File: config.mk
export PLATFORM = sky130hd
export DESIGN_NAME = xadc_sampler_flat
export DESIGN_NICKNAME = d
export VERILOG_FILES = /design/src/rtl/xadc_sampler_pkg.sv /design/src/rtl/xadc_sampler_if.sv /design/src/rtl/xadc_sampler_fifo.sv /design/src/rtl/xadc_sampler.sv /design/src/flat_wrapper.sv
export SDC_FILE = /design/constraint.sdc
export NUM_CORES = 1
export LEC_CHECK = 0
export BUFFER_PORTS_ARGS = -buffer_cell sky130_fd_sc_hd__clkbuf_2
export CAP_MARGIN = 10
export CORE_MARGIN = 2
export CORE_UTILIZATION = 34
export DETAILED_ROUTE_END_ITERATION = 8
export PLACE_DENSITY = 0.47
export SYNTH_ARGS = -nofsm -noshare
export SYNTH_HDL_FRONTEND = slang
export SYNTH_SLANG_ARGS = --single-unit
File: constraint.sdc
create_clock -name sys_clk -period 4.8 [get_ports sys_clk]
set_input_delay 0.48 -clock sys_clk [delete_from_list [all_inputs] [get_ports sys_clk]]
set_output_delay 0.48 -clock sys_clk [all_outputs]
set_load 0.1 [all_outputs]
File: src/rtl/xadc_sampler_pkg.sv
// Shared types and helpers for the XADC sampler: FSM state enums, the queued
// sample record and the byte encodings of the self-synchronizing host frame.
package xadc_pkg;

  localparam logic [6:0] XADC_VAUX4_ADDR  = 7'h14;
  localparam logic [6:0] XADC_VAUX12_ADDR = 7'h1C;
  localparam int         FRAME_SYNC_BIT   = 7;

  typedef enum logic [1:0] {
    S_IDLE,
    S_REQ,
    S_WAIT,
    S_PUSH
  } acq_state_t;

  typedef enum logic [1:0] {
    T_IDLE,
    T_HDR,
    T_HI,
    T_LO
  } tx_state_t;

  typedef struct packed {
    logic [4:0]  channel;
    logic [11:0] data;
  } sample_t;

  // Only the header carries the sync bit; the host realigns on it.
  function automatic logic [7:0] frame_header(input logic [4:0] ch);
    logic [7:0] b;
    b = {3'b000, ch};
    b[FRAME_SYNC_BIT] = 1'b1;
    return b;
  endfunction

  function automatic logic [7:0] frame_hi(input logic [11:0] d);
    return {1'b0, d[11:5]};
  endfunction

  function automatic logic [7:0] frame_lo(input logic [11:0] d);
    return {3'b000, d[4:0]};
  endfunction

endpackage

File: src/rtl/xadc_sampler_if.sv
// XADC status, DRP port and byte-wide AXI-stream bundle seen by the sampler.
// master = the sampler, slave = the XADC wizard plus the FT232H stream sink.
interface xadc_sampler_if;

  logic        eoc;
  logic [4:0]  channel;
  logic        drp_den;
  logic        drp_dwe;
  logic [6:0]  drp_daddr;
  logic        drp_drdy;
  logic [15:0] drp_do;
  logic [7:0]  m_tdata;
  logic        m_tvalid;
  logic        m_tready;

  modport master (
    input  eoc, channel, drp_drdy, drp_do, m_tready,
    output drp_den, drp_dwe, drp_daddr, m_tdata, m_tvalid
  );

  modport slave (
    output eoc, channel, drp_drdy, drp_do, m_tready,
    input  drp_den, drp_dwe, drp_daddr, m_tdata, m_tvalid
  );

endinterface

File: src/rtl/xadc_sampler_fifo.sv
// Single-clock first-word-fall-through FIFO of sample_t records.
// A write into a full FIFO is accepted only when a pop happens on the same cycle.
module sample_fifo
  import xadc_pkg::*;
#(
  parameter int DEPTH = 16
) (
  input  logic    clk,
  input  logic    rst_n,
  input  logic    wr_en,
  input  sample_t wr_data,
  input  logic    rd_en,
  output sample_t rd_data,
  output logic    full,
  output logic    empty
);

  localparam int AW = $clog2(DEPTH);

  sample_t        r_mem [DEPTH];
  logic [AW:0]    r_wrPtr;
  logic [AW:0]    r_rdPtr;
  logic           w_doRd;
  logic           w_doWr;

  assign empty   = (r_wrPtr == r_rdPtr);
  assign full    = (r_wrPtr[AW] != r_rdPtr[AW]) &&
                   (r_wrPtr[AW-1:0] == r_rdPtr[AW-1:0]);
  assign w_doRd  = rd_en && !empty;
  assign w_doWr  = wr_en && (!full || w_doRd);
  assign rd_data = r_mem[r_rdPtr[AW-1:0]];

  always_ff @(posedge clk or negedge rst_n) begin
    if (!rst_n) begin
      r_wrPtr <= '0;
      r_rdPtr <= '0;
    end else begin
      if (w_doWr) r_wrPtr <= r_wrPtr + (AW+1)'(1);
      if (w_doRd) r_rdPtr <= r_rdPtr + (AW+1)'(1);
    end
  end

  always_ff @(posedge clk) begin
    if (w_doWr) r_mem[r_wrPtr[AW-1:0]] <= wr_data;
  end

endmodule

File: src/rtl/xadc_sampler.sv
// Reads VAUX4/VAUX12 conversions over DRP on end-of-conversion and streams each
// sample as a 3-byte frame. Define XADC_SAMPLER_DROP_CNT_EN to add drop_count.
module xadc_sampler
  import xadc_pkg::*;
#(
  parameter int         FIFO_DEPTH  = 16,
  parameter logic [4:0] CH_A        = XADC_VAUX4_ADDR[4:0],
  parameter logic [4:0] CH_B        = XADC_VAUX12_ADDR[4:0],
  parameter int         DRP_TIMEOUT = 63
) (
  input  logic          sys_clk,
  input  logic          rst_n,
  input  logic          enable,
  xadc_sampler_if.master bus,
  output logic          busy
`ifdef XADC_SAMPLER_DROP_CNT_EN
  ,
  output logic [15:0]   drop_count
`endif
);

  localparam int TMR_W = $clog2(DRP_TIMEOUT + 1);

  acq_state_t       r_acqState;
  logic [4:0]       r_chan;
  logic [11:0]      r_data;
  logic [TMR_W-1:0] r_timer;
  logic             r_den;
  logic [6:0]       r_daddr;

  tx_state_t        r_txState;
  sample_t          r_txSample;
  logic [7:0]       r_tdata;
  logic             r_tvalid;

  logic             w_hit;
  logic             w_timeout;
  logic             w_hs;
  logic             w_fifoWr;
  logic             w_fifoRd;
  logic             w_fifoFull;
  logic             w_fifoEmpty;
  sample_t          w_fifoWrData;
  sample_t          w_fifoRdData;
  logic             w_unusedDrpLsb;

  assign w_hit     = enable && bus.eoc && (bus.channel == CH_A || bus.channel == CH_B);
  assign w_timeout = (r_timer == TMR_W'(DRP_TIMEOUT - 1));
  assign w_hs      = r_tvalid && bus.m_tready;

  assign w_fifoWr     = (r_acqState == S_PUSH);
  assign w_fifoWrData = '{channel: r_chan, data: r_data};
  // The entry stays queued until its hi byte is accepted, so a stalled frame
  // still occupies a FIFO slot.
  assign w_fifoRd     = (r_txState == T_HI) && w_hs;

  assign w_unusedDrpLsb = ^bus.drp_do[3:0];

  sample_fifo #(
    .DEPTH (FIFO_DEPTH)
  ) u_fifo (
    .clk     (sys_clk),
    .rst_n   (rst_n),
    .wr_en   (w_fifoWr),
    .wr_data (w_fifoWrData),
    .rd_en   (w_fifoRd),
    .rd_data (w_fifoRdData),
    .full    (w_fifoFull),
    .empty   (w_fifoEmpty)
  );

  always_ff @(posedge sys_clk or negedge rst_n) begin
    if (!rst_n) begin
      r_acqState <= S_IDLE;
      r_chan     <= '0;
      r_data     <= '0;
      r_timer    <= '0;
      r_den      <= 1'b0;
      r_daddr    <= '0;
    end else begin
      case (r_acqState)
        S_IDLE: begin
          r_den <= 1'b0;
          if (w_hit) begin
            r_chan     <= bus.channel;
            r_daddr    <= {2'b00, bus.channel};
            r_den      <= 1'b1;
            r_acqState <= S_REQ;
          end
        end
        S_REQ: begin
          r_den      <= 1'b0;
          r_timer    <= '0;
          r_acqState <= S_WAIT;
        end
        S_WAIT: begin
          if (bus.drp_drdy) begin
            r_data     <= bus.drp_do[15:4];
            r_acqState <= S_PUSH;
          end else if (w_timeout) begin
            r_acqState <= S_IDLE;
          end else begin
            r_timer <= r_timer + TMR_W'(1);
          end
        end
        S_PUSH: begin
          r_acqState <= S_IDLE;
        end
        default: begin
          r_den      <= 1'b0;
          r_acqState <= S_IDLE;
        end
      endcase
    end
  end

  // Back-to-back frames reload the header on the lo-byte handshake.
  always_ff @(posedge sys_clk or negedge rst_n) begin
    if (!rst_n) begin
      r_txState  <= T_IDLE;
      r_txSample <= '0;
      r_tdata    <= '0;
      r_tvalid   <= 1'b0;
    end else begin
      case (r_txState)
        T_IDLE: begin
          if (!w_fifoEmpty) begin
            r_txSample <= w_fifoRdData;
            r_tdata    <= frame_header(w_fifoRdData.channel);
            r_tvalid   <= 1'b1;
            r_txState  <= T_HDR;
          end
        end
        T_HDR: begin
          if (w_hs) begin
            r_tdata   <= frame_hi(r_txSample.data);
            r_txState <= T_HI;
          end
        end
        T_HI: begin
          if (w_hs) begin
            r_tdata   <= frame_lo(r_txSample.data);
            r_txState <= T_LO;
          end
        end
        T_LO: begin
          if (w_hs) begin
            if (!w_fifoEmpty) begin
              r_txSample <= w_fifoRdData;
              r_tdata    <= frame_header(w_fifoRdData.channel);
              r_txState  <= T_HDR;
            end else begin
              r_tvalid  <= 1'b0;
              r_txState <= T_IDLE;
            end
          end
        end
        default: begin
          r_tvalid  <= 1'b0;
          r_txState <= T_IDLE;
        end
      endcase
    end
  end

`ifdef XADC_SAMPLER_DROP_CNT_EN
  logic        w_dropBusy;
  logic        w_dropFull;
  logic        w_dropTimeout;
  logic [15:0] r_dropCount;

  assign w_dropBusy    = w_hit && (r_acqState != S_IDLE);
  assign w_dropFull    = (r_acqState == S_PUSH) && w_fifoFull && !w_fifoRd;
  assign w_dropTimeout = (r_acqState == S_WAIT) && !bus.drp_drdy && w_timeout;

  // Coinciding causes in one cycle count as a single drop event.
  always_ff @(posedge sys_clk or negedge rst_n) begin
    if (!rst_n) begin
      r_dropCount <= '0;
    end else if ((w_dropBusy || w_dropFull || w_dropTimeout) && (r_dropCount != 16'hFFFF)) begin
      r_dropCount <= r_dropCount + 16'd1;
    end
  end

  assign drop_count = r_dropCount;
`endif

  assign bus.drp_den   = r_den;
  assign bus.drp_dwe   = 1'b0;
  assign bus.drp_daddr = r_daddr;
  assign bus.m_tdata   = r_tdata;
  assign bus.m_tvalid  = r_tvalid;

  assign busy = (r_acqState != S_IDLE) || !w_fifoEmpty || (r_txState != T_IDLE);

endmodule

File: src/flat_wrapper.sv
// flat-port wrapper written by rule: the top's interface ports become plain ports
module xadc_sampler_flat import xadc_pkg::*;
#(
  parameter int         FIFO_DEPTH  = 16,
  parameter logic [4:0] CH_A        = XADC_VAUX4_ADDR[4:0],
  parameter logic [4:0] CH_B        = XADC_VAUX12_ADDR[4:0],
  parameter int         DRP_TIMEOUT = 63
)
  (sys_clk, rst_n, enable, busy, bus_eoc, bus_channel, bus_drp_drdy, bus_drp_do, bus_m_tready, bus_drp_den, bus_drp_dwe, bus_drp_daddr, bus_m_tdata, bus_m_tvalid);
  xadc_sampler_if bus_i ();
  input  logic sys_clk;
  input  logic rst_n;
  input  logic enable;
  output logic busy;
  input wire logic [$bits(bus_i.eoc)-1:0] bus_eoc;
  input wire logic [$bits(bus_i.channel)-1:0] bus_channel;
  input wire logic [$bits(bus_i.drp_drdy)-1:0] bus_drp_drdy;
  input wire logic [$bits(bus_i.drp_do)-1:0] bus_drp_do;
  input wire logic [$bits(bus_i.m_tready)-1:0] bus_m_tready;
  output wire logic [$bits(bus_i.drp_den)-1:0] bus_drp_den;
  output wire logic [$bits(bus_i.drp_dwe)-1:0] bus_drp_dwe;
  output wire logic [$bits(bus_i.drp_daddr)-1:0] bus_drp_daddr;
  output wire logic [$bits(bus_i.m_tdata)-1:0] bus_m_tdata;
  output wire logic [$bits(bus_i.m_tvalid)-1:0] bus_m_tvalid;
  assign bus_i.eoc = bus_eoc;
  assign bus_i.channel = bus_channel;
  assign bus_i.drp_drdy = bus_drp_drdy;
  assign bus_i.drp_do = bus_drp_do;
  assign bus_i.m_tready = bus_m_tready;
  assign bus_drp_den = bus_i.drp_den;
  assign bus_drp_dwe = bus_i.drp_dwe;
  assign bus_drp_daddr = bus_i.drp_daddr;
  assign bus_m_tdata = bus_i.m_tdata;
  assign bus_m_tvalid = bus_i.m_tvalid;
  xadc_sampler #(.FIFO_DEPTH(FIFO_DEPTH), .CH_A(CH_A), .CH_B(CH_B), .DRP_TIMEOUT(DRP_TIMEOUT)) u_core (.sys_clk(sys_clk), .rst_n(rst_n), .enable(enable), .bus(bus_i), .busy(busy));
endmodule
---- Word-level counts from Yosys, hierarchy flattened ----
Memories as Yosys holds them, arrays and structs flattened.
Cells that the tools add are included.
Widths: inputs -> output; s select.
storage, ports and cells
  register bits after elaboration ......... 64
  RAM bits ................................ 272
  input port bits ......................... 27
  output and inout bits ................... 19
  word-level logic and storage cells ...... 94
  memories kept ........................... 1
memories
  memory               depth  bits a word  read ports  clocked after memory_dff  wr ports  line                     RTL
  u_core.u_fifo.r_mem  16     17           1           0                         1         xadc_sampler_fifo.sv:20  sample_t r_mem [DEPTH];
operators by class
  add/sub/neg operators ................... 3
  equal/unequal tests ..................... 21
  muxes and demuxes ....................... 29
  reduce and logical (&&, ||, !) cells .... 28
operator list
  kind                 number
  $mux 17              2
  $pmux 17 s2          1
  $mux 8               4
  $pmux 8 s4           1
  $pmux 2 s4           2
  $mux 2               7
  $mux 6               2
  $pmux 6 s2           1
  $add 5x1->5 const B  2
  $eq 5x5->1 const B   2
  $ne 2x1->1 const B   5
  $reduce_bool 2->1    5
  $eq 2x2->1 const B   4
  $reduce_and 2->1     4
  $reduce_and 4->1     2
  $logic_and 1x1->1    7
  $mux 1               7
  $add 6x1->6 const B  1
  $eq 6x6->1 const B   1
  $ne 2x2->1 const B   3
  $reduce_and 3->1     2
  $eq 5x5->1           1
  $eq 2x1->1 const B   2
  $eq 4x4->1           1
  other kinds (6)      12

---- Logic depth before layout (Yosys ltp) ----
  word-level depth ........................ 7
  mapped depth ............................ 8
  gate-level depth less buffers ........... 7

---- Hierarchy ----
A second synthesis with hierarchy kept.
second synthesis, totals
  cells, all modules ...................... 684
  area total of the unflattened synthesis .. 13190.2 um^2
by module, submodules not included
  module        times used  cells an instance  area each (um^2)  seq. area each (um^2)
  sample_fifo   1           490                10929.2           8418.1
  xadc_sampler  1           194                2260.9            1226.2

---- Worst setup path after synthesis ----
OpenSTA, ideal clock, no wires.
  path type ............................... register -> register
  from .................................... register u_core.r_tvalid (netlist: u_core.bus.m_tvalid)
  to ...................................... memory u_core.u_fifo.r_mem[4][0] (netlist bit), enable pin
  setup time .............................. 0.413 ns
  arrival time ............................ 2.906 ns
  required time ........................... 4.387 ns
  path slack .............................. 1.481 ns
  cell stages (with the launch flop) ...... 5
  buffers on the path ..................... 0
  period minus slack after synthesis ...... 3.319 ns
  cells stage by stage .................... dfrtp_1 nand3_1 a31oi_4 nand2_1 nor3_1
between the ends
  cells in the longest elaborated chain, start to end .. 7
ends and longest elaborated chain
  element                       line                     RTL
  start, declared               xadc_sampler.sv:34       logic r_tvalid;
  start signal, assigned        xadc_sampler.sv:123      r_tvalid <= 1'b0;
  start signal, assigned        xadc_sampler.sv:130      r_tvalid <= 1'b1;
  start signal, assigned        xadc_sampler.sv:153      r_tvalid <= 1'b0;
  $logic_and 1x1->1             xadc_sampler.sv:49       assign w_hs = r_tvalid && bus.m_tready;
  $logic_and 1x1->1             xadc_sampler.sv:55       assign w_fifoRd = (r_txState == T_HI) && w_hs;
  $logic_and 1x1->1             xadc_sampler_fifo.sv:29  assign w_doRd = rd_en && !empty;
  $logic_or 1x1->1              xadc_sampler_fifo.sv:30  assign w_doWr = wr_en && (!full || w_doRd);
  $logic_and 1x1->1             xadc_sampler_fifo.sv:30
  $mux 1                        xadc_sampler_fifo.sv:44  if (w_doWr) r_mem[r_wrPtr[AW-1:0]] <= wr_data;
  $mux 1 (implied by the code)  xadc_sampler_fifo.sv:44
  end, declared                 xadc_sampler_fifo.sv:20
No other way between the ends.

---- Final worst setup path ----
  from .................................... register u_core.u_fifo.r_rdPtr[1]
  to ...................................... memory u_core.u_fifo.r_mem[3][8] (netlist bit), enable pin
between the ends
  cells in the longest elaborated chain, start to end .. 7
  elaborated cells between the ends (all ways) .. 10
  classes of those cells .................. eq/ne: 2; mux: 2; reduce/logical: 6
ends and longest elaborated chain
  element                                                      line                                              RTL
  start, declared                                              xadc_sampler_fifo.sv:22                           logic [AW:0] r_rdPtr;
  start signal, assigned                                       xadc_sampler_fifo.sv:39                           if (w_doRd) r_rdPtr <= r_rdPtr + (AW+1)'(1);
  $eq 5x5->1 / $eq 4x4->1 (equally long branches)              xadc_sampler_fifo.sv:26, xadc_sampler_fifo.sv:28
  $logic_not 1->1 / $logic_and 1x1->1 (equally long branches)  -
  $logic_and 1x1->1 / $logic_not 1->1 (equally long branches)  xadc_sampler_fifo.sv:29, xadc_sampler_fifo.sv:30
  $logic_or 1x1->1 (*)                                         xadc_sampler_fifo.sv:30
  $logic_and 1x1->1 (*)                                        xadc_sampler_fifo.sv:30
  $mux 1 (*)                                                   xadc_sampler_fifo.sv:44
  $mux 1 (implied by the code) (*)                             xadc_sampler_fifo.sv:44
Every way passes the cells marked *; elsewhere a longest branch is shown, timed or not.

==> impl_metrics.tcl <==
set metrics [dict create \
    status "finished clean" \
    diodes 0 \
    dp.cells 1247 \
    clk_path_buf_depth 3 \
    worst-path-max-fanout 35 \
    cts_root_buf "clkbuf_16" \
    drt-met1-wl_um 14100 \
    finalNonFillerCells 1314 \
    fin_crit_sh_pct 73.7 \
    max_freq_mhz 283 \
    fp.dieW_um 202 \
    period_needed_ns 3.54 \
    avgSynthCellArea_um2 19.0 \
    synth_flop_cell "edfxtp_1" \
    ant_nets 0 \
    tightest_slew_ns 1.08 \
    grt-ovfl-total 0 \
    hpwl_um 18000 \
    fin_skew_ns 0.0191 \
    met3WireLength_um 930 \
    num-fill-cells 3507 \
    relSlewSlack_pct 27.8 \
    synth-async-reset-ratio_pct 17.8 \
    h-tree-depth 2 \
    critPathKind "reg2reg" \
    yosys_warnings 0 \
    drive_gt1_share_pct 28.8 \
    rsz0062_at_grt "no" \
    cts_sinks 331 \
    routedWlPerCell_um 22.9 \
    track_usage_pct 14.9 \
    r2r_start "u_core.u_fifo.r_rdPtr[1]$_DFFE_PN0P_" \
    clkLatencyLatePin_ns 0.51 \
    timing.setup.tns_ns 0 \
    rr_endpoint "u_core.u_fifo.r_mem[3][8]$_DFFE_PP_" \
    antenna_found_initial 1 \
    finalHoldViolCount 0 \
    yosysUniqueCellTypes 49 \
    share_comb_of_total_power_pct 28.1 \
    grt_pass1_wl_um 45100 \
    cts_resized 0 \
    ys_seq_area_share_pct 72.2 \
    crit_arrival_ns 3.73 \
    cts.reportedPaths.clkPinSlew_ns 0.06 \
    setup_violations 0 \
    core_area_mm2 0.0387 \
    hold_class "in2async" \
    pwr-share-clk_pct 29.0 \
    cts_inserted_buffers 37 \
    cp-startpoint "u_core.u_fifo.r_rdPtr[1]$_DFFE_PN0P_" \
    power_frac_seq_pct 42.9 \
    reg2reg_depth 6 \
    area_growth_pct 15.3 \
    highest-signal-layer "met5" \
    nets 807 \
    p_switching_w 0.00314 \
    synth-edff-count 272 \
    grt_pass1_vias 7100 \
    crit_required_ns 4.99 \
    internal_power_w 0.00655 \
    netlist_area_mm2 0.0134 \
    drt_first_iter_violations 463 \
    switching_share_pct 32.5 \
    ys_ff_latch 331 \
    r2r_slack_ns 1.26 \
    drv_cap 0 \
    power_density_mw_per_mm2 629 \
    die_area_mm2 0.0409 \
    p_leak_nw 5.26 \
    num_io_pins 46 \
    rows 72 \
    place.gp.congestion 0.765 \
    drtPass1Iterations 4 \
    hold_buffers 0 \
    wl_um 30100 \
    cts_tree "built" \
    drc 0 \
    synth_cells 703 \
    vias_per_cell 5.06 \
    wl_met2_um 14300 \
    vdd_drop_max_uv 248 \
    grt_max_degree 66 \
    start_kind "register" \
    die_height_um 202 \
    finalMaxSlewViolations 0 \
    end_kind "register" \
    vias 6654 \
    cts_setup_buffers 0 \
    start_util_pct 34.5 \
    io_buffer_count 38 \
]
[metal layers]
metal	track usage, %	vias to the layer above
met5	0	-
met4	4.07	2
met3	2.27	50
met2	24.5	126
met1	20.7	3528
li1	-	2948
[layout make-up]
cell class | count | area [um^2] | share of cell area, %
timing repair buffer | 61 | 363 | 2.36
inverter | 11 | 41.3 | 0.268
tap | 518 | 648 | 4.21
clock buffer | 51 | 1070 | 6.95
sequential | 331 | 9650 | 62.7
clock inverter | 16 | 164 | 1.06
multi-input combinational | 326 | 3470 | 22.5
[cell usage after synthesis, drive strengths merged, types with 12 or more instances]
cell	count	share of area (%)
edfxtp	272	61
dfrtp	59	11
mux4	58	10
mux2	36	3.4
nand2	28	0.79
buf	27	1.6
mux2i	22	1.6
nor2b	19	0.89
a21oi	18	0.67
a211oi	17	1.1
nor2	16	0.45
o21ai	14	0.52
ha	12	1.1
xnor2	12	0.79
[worst max-delay path, stage by stage (launching register included)]
cell and delay (ns):
dfrtp_4 0.90, xnor2_1 0.19, and4_1 0.30, a31oi_4 0.33, or3b_1 0.49, nor2_2 0.65, buf_4 0.35
[stage by stage]
stage          utilization (%)  area (um^2)  hold WS [ns]  power, W  setup slack [ns]
2_1_floorplan                -        13400         0.184   0.00631              1.48
3_3_place_gp              36.6        14200         0.461   0.00688              1.26
3_5_place_dp              36.6        14200         0.470   0.00699              1.22
4_1_cts                   39.8        15400        0.0463   0.00982              1.19
5_1_grt                   39.8        15400         0.101    0.0102             0.974
6_report                  39.8        15400        0.0395   0.00969              1.26
[flip-flops by register name, indices dropped and copies added, names as in the netlist]
| name | cells |
|---|---|
| u_core.u_fifo.r_rdPtr | 5 |
| u_core.r_chan | 5 |
| u_core.bus.drp_den | 1 |
| u_core.r_acqState | 2 |
| u_core.u_fifo.r_wrPtr | 5 |
| u_core.r_txSample | 12 |
| u_core.bus.m_tdata | 8 |
| u_core.r_txState | 2 |
| u_core.r_timer | 6 |
| u_core.r_data | 12 |
| u_core.bus.m_tvalid | 1 |
| u_core.u_fifo.r_mem | 272 |
[layout by cell type (no fill, tap or decap), drive strengths merged, types with 14 or more instances in the layout]
cell type and count:
o21ai 14, mux4 58, a21oi 18, mux2 36, nor2b 19, mux2i 22
a211oi 17, clkbuf 88, edfxtp 272, dfrtp 59, nand2 28, nor2 16
buf 24
[worst max path at each step]
stage / to / slack [ns] / depth (start not counted)
after floorplan: u_core.u_fifo.r_mem[4][0]$_DFFE_PP_ / 1.48 / 4
after global placement: u_core.u_fifo.r_mem[1][14]$_DFFE_PP_ / 1.26 / 6
after detailed placement: u_core.u_fifo.r_mem[3][14]$_DFFE_PP_ / 1.22 / 6
after CTS: u_core.u_fifo.r_mem[3][8]$_DFFE_PP_ / 1.19 / 6
after global routing: u_core.u_fifo.r_mem[3][8]$_DFFE_PP_ / 0.97 / 6
final: u_core.u_fifo.r_mem[3][8]$_DFFE_PP_ / 1.26 / 6
[power by group through the flow]
stage          Clock [W]  Sequential (W)  Combinational [W]
3_5_place_dp           0         0.00424            0.00275
6_report         0.00281         0.00416            0.00272
5_1_grt          0.00299         0.00425            0.00292
2_1_floorplan          0         0.00428            0.00203
4_1_cts          0.00288         0.00418            0.00276
3_3_place_gp           0         0.00418            0.00269
[cells by family after synthesis]
| logic type | after synthesis | synth area share [%] |
|---|---|---|
| flops | 331 | 72.2 |
| mux | 116 | 15.0 |
| simple gates | 101 | 3.91 |
| compound gates | 77 | 4.42 |
| buf+inv | 48 | 2.22 |
| xor+xnor | 17 | 1.11 |
| fa+ha+maj | 12 | 1.12 |
| other cells | 1 | 0.0281 |
Power figures use the tool's default switching activity.
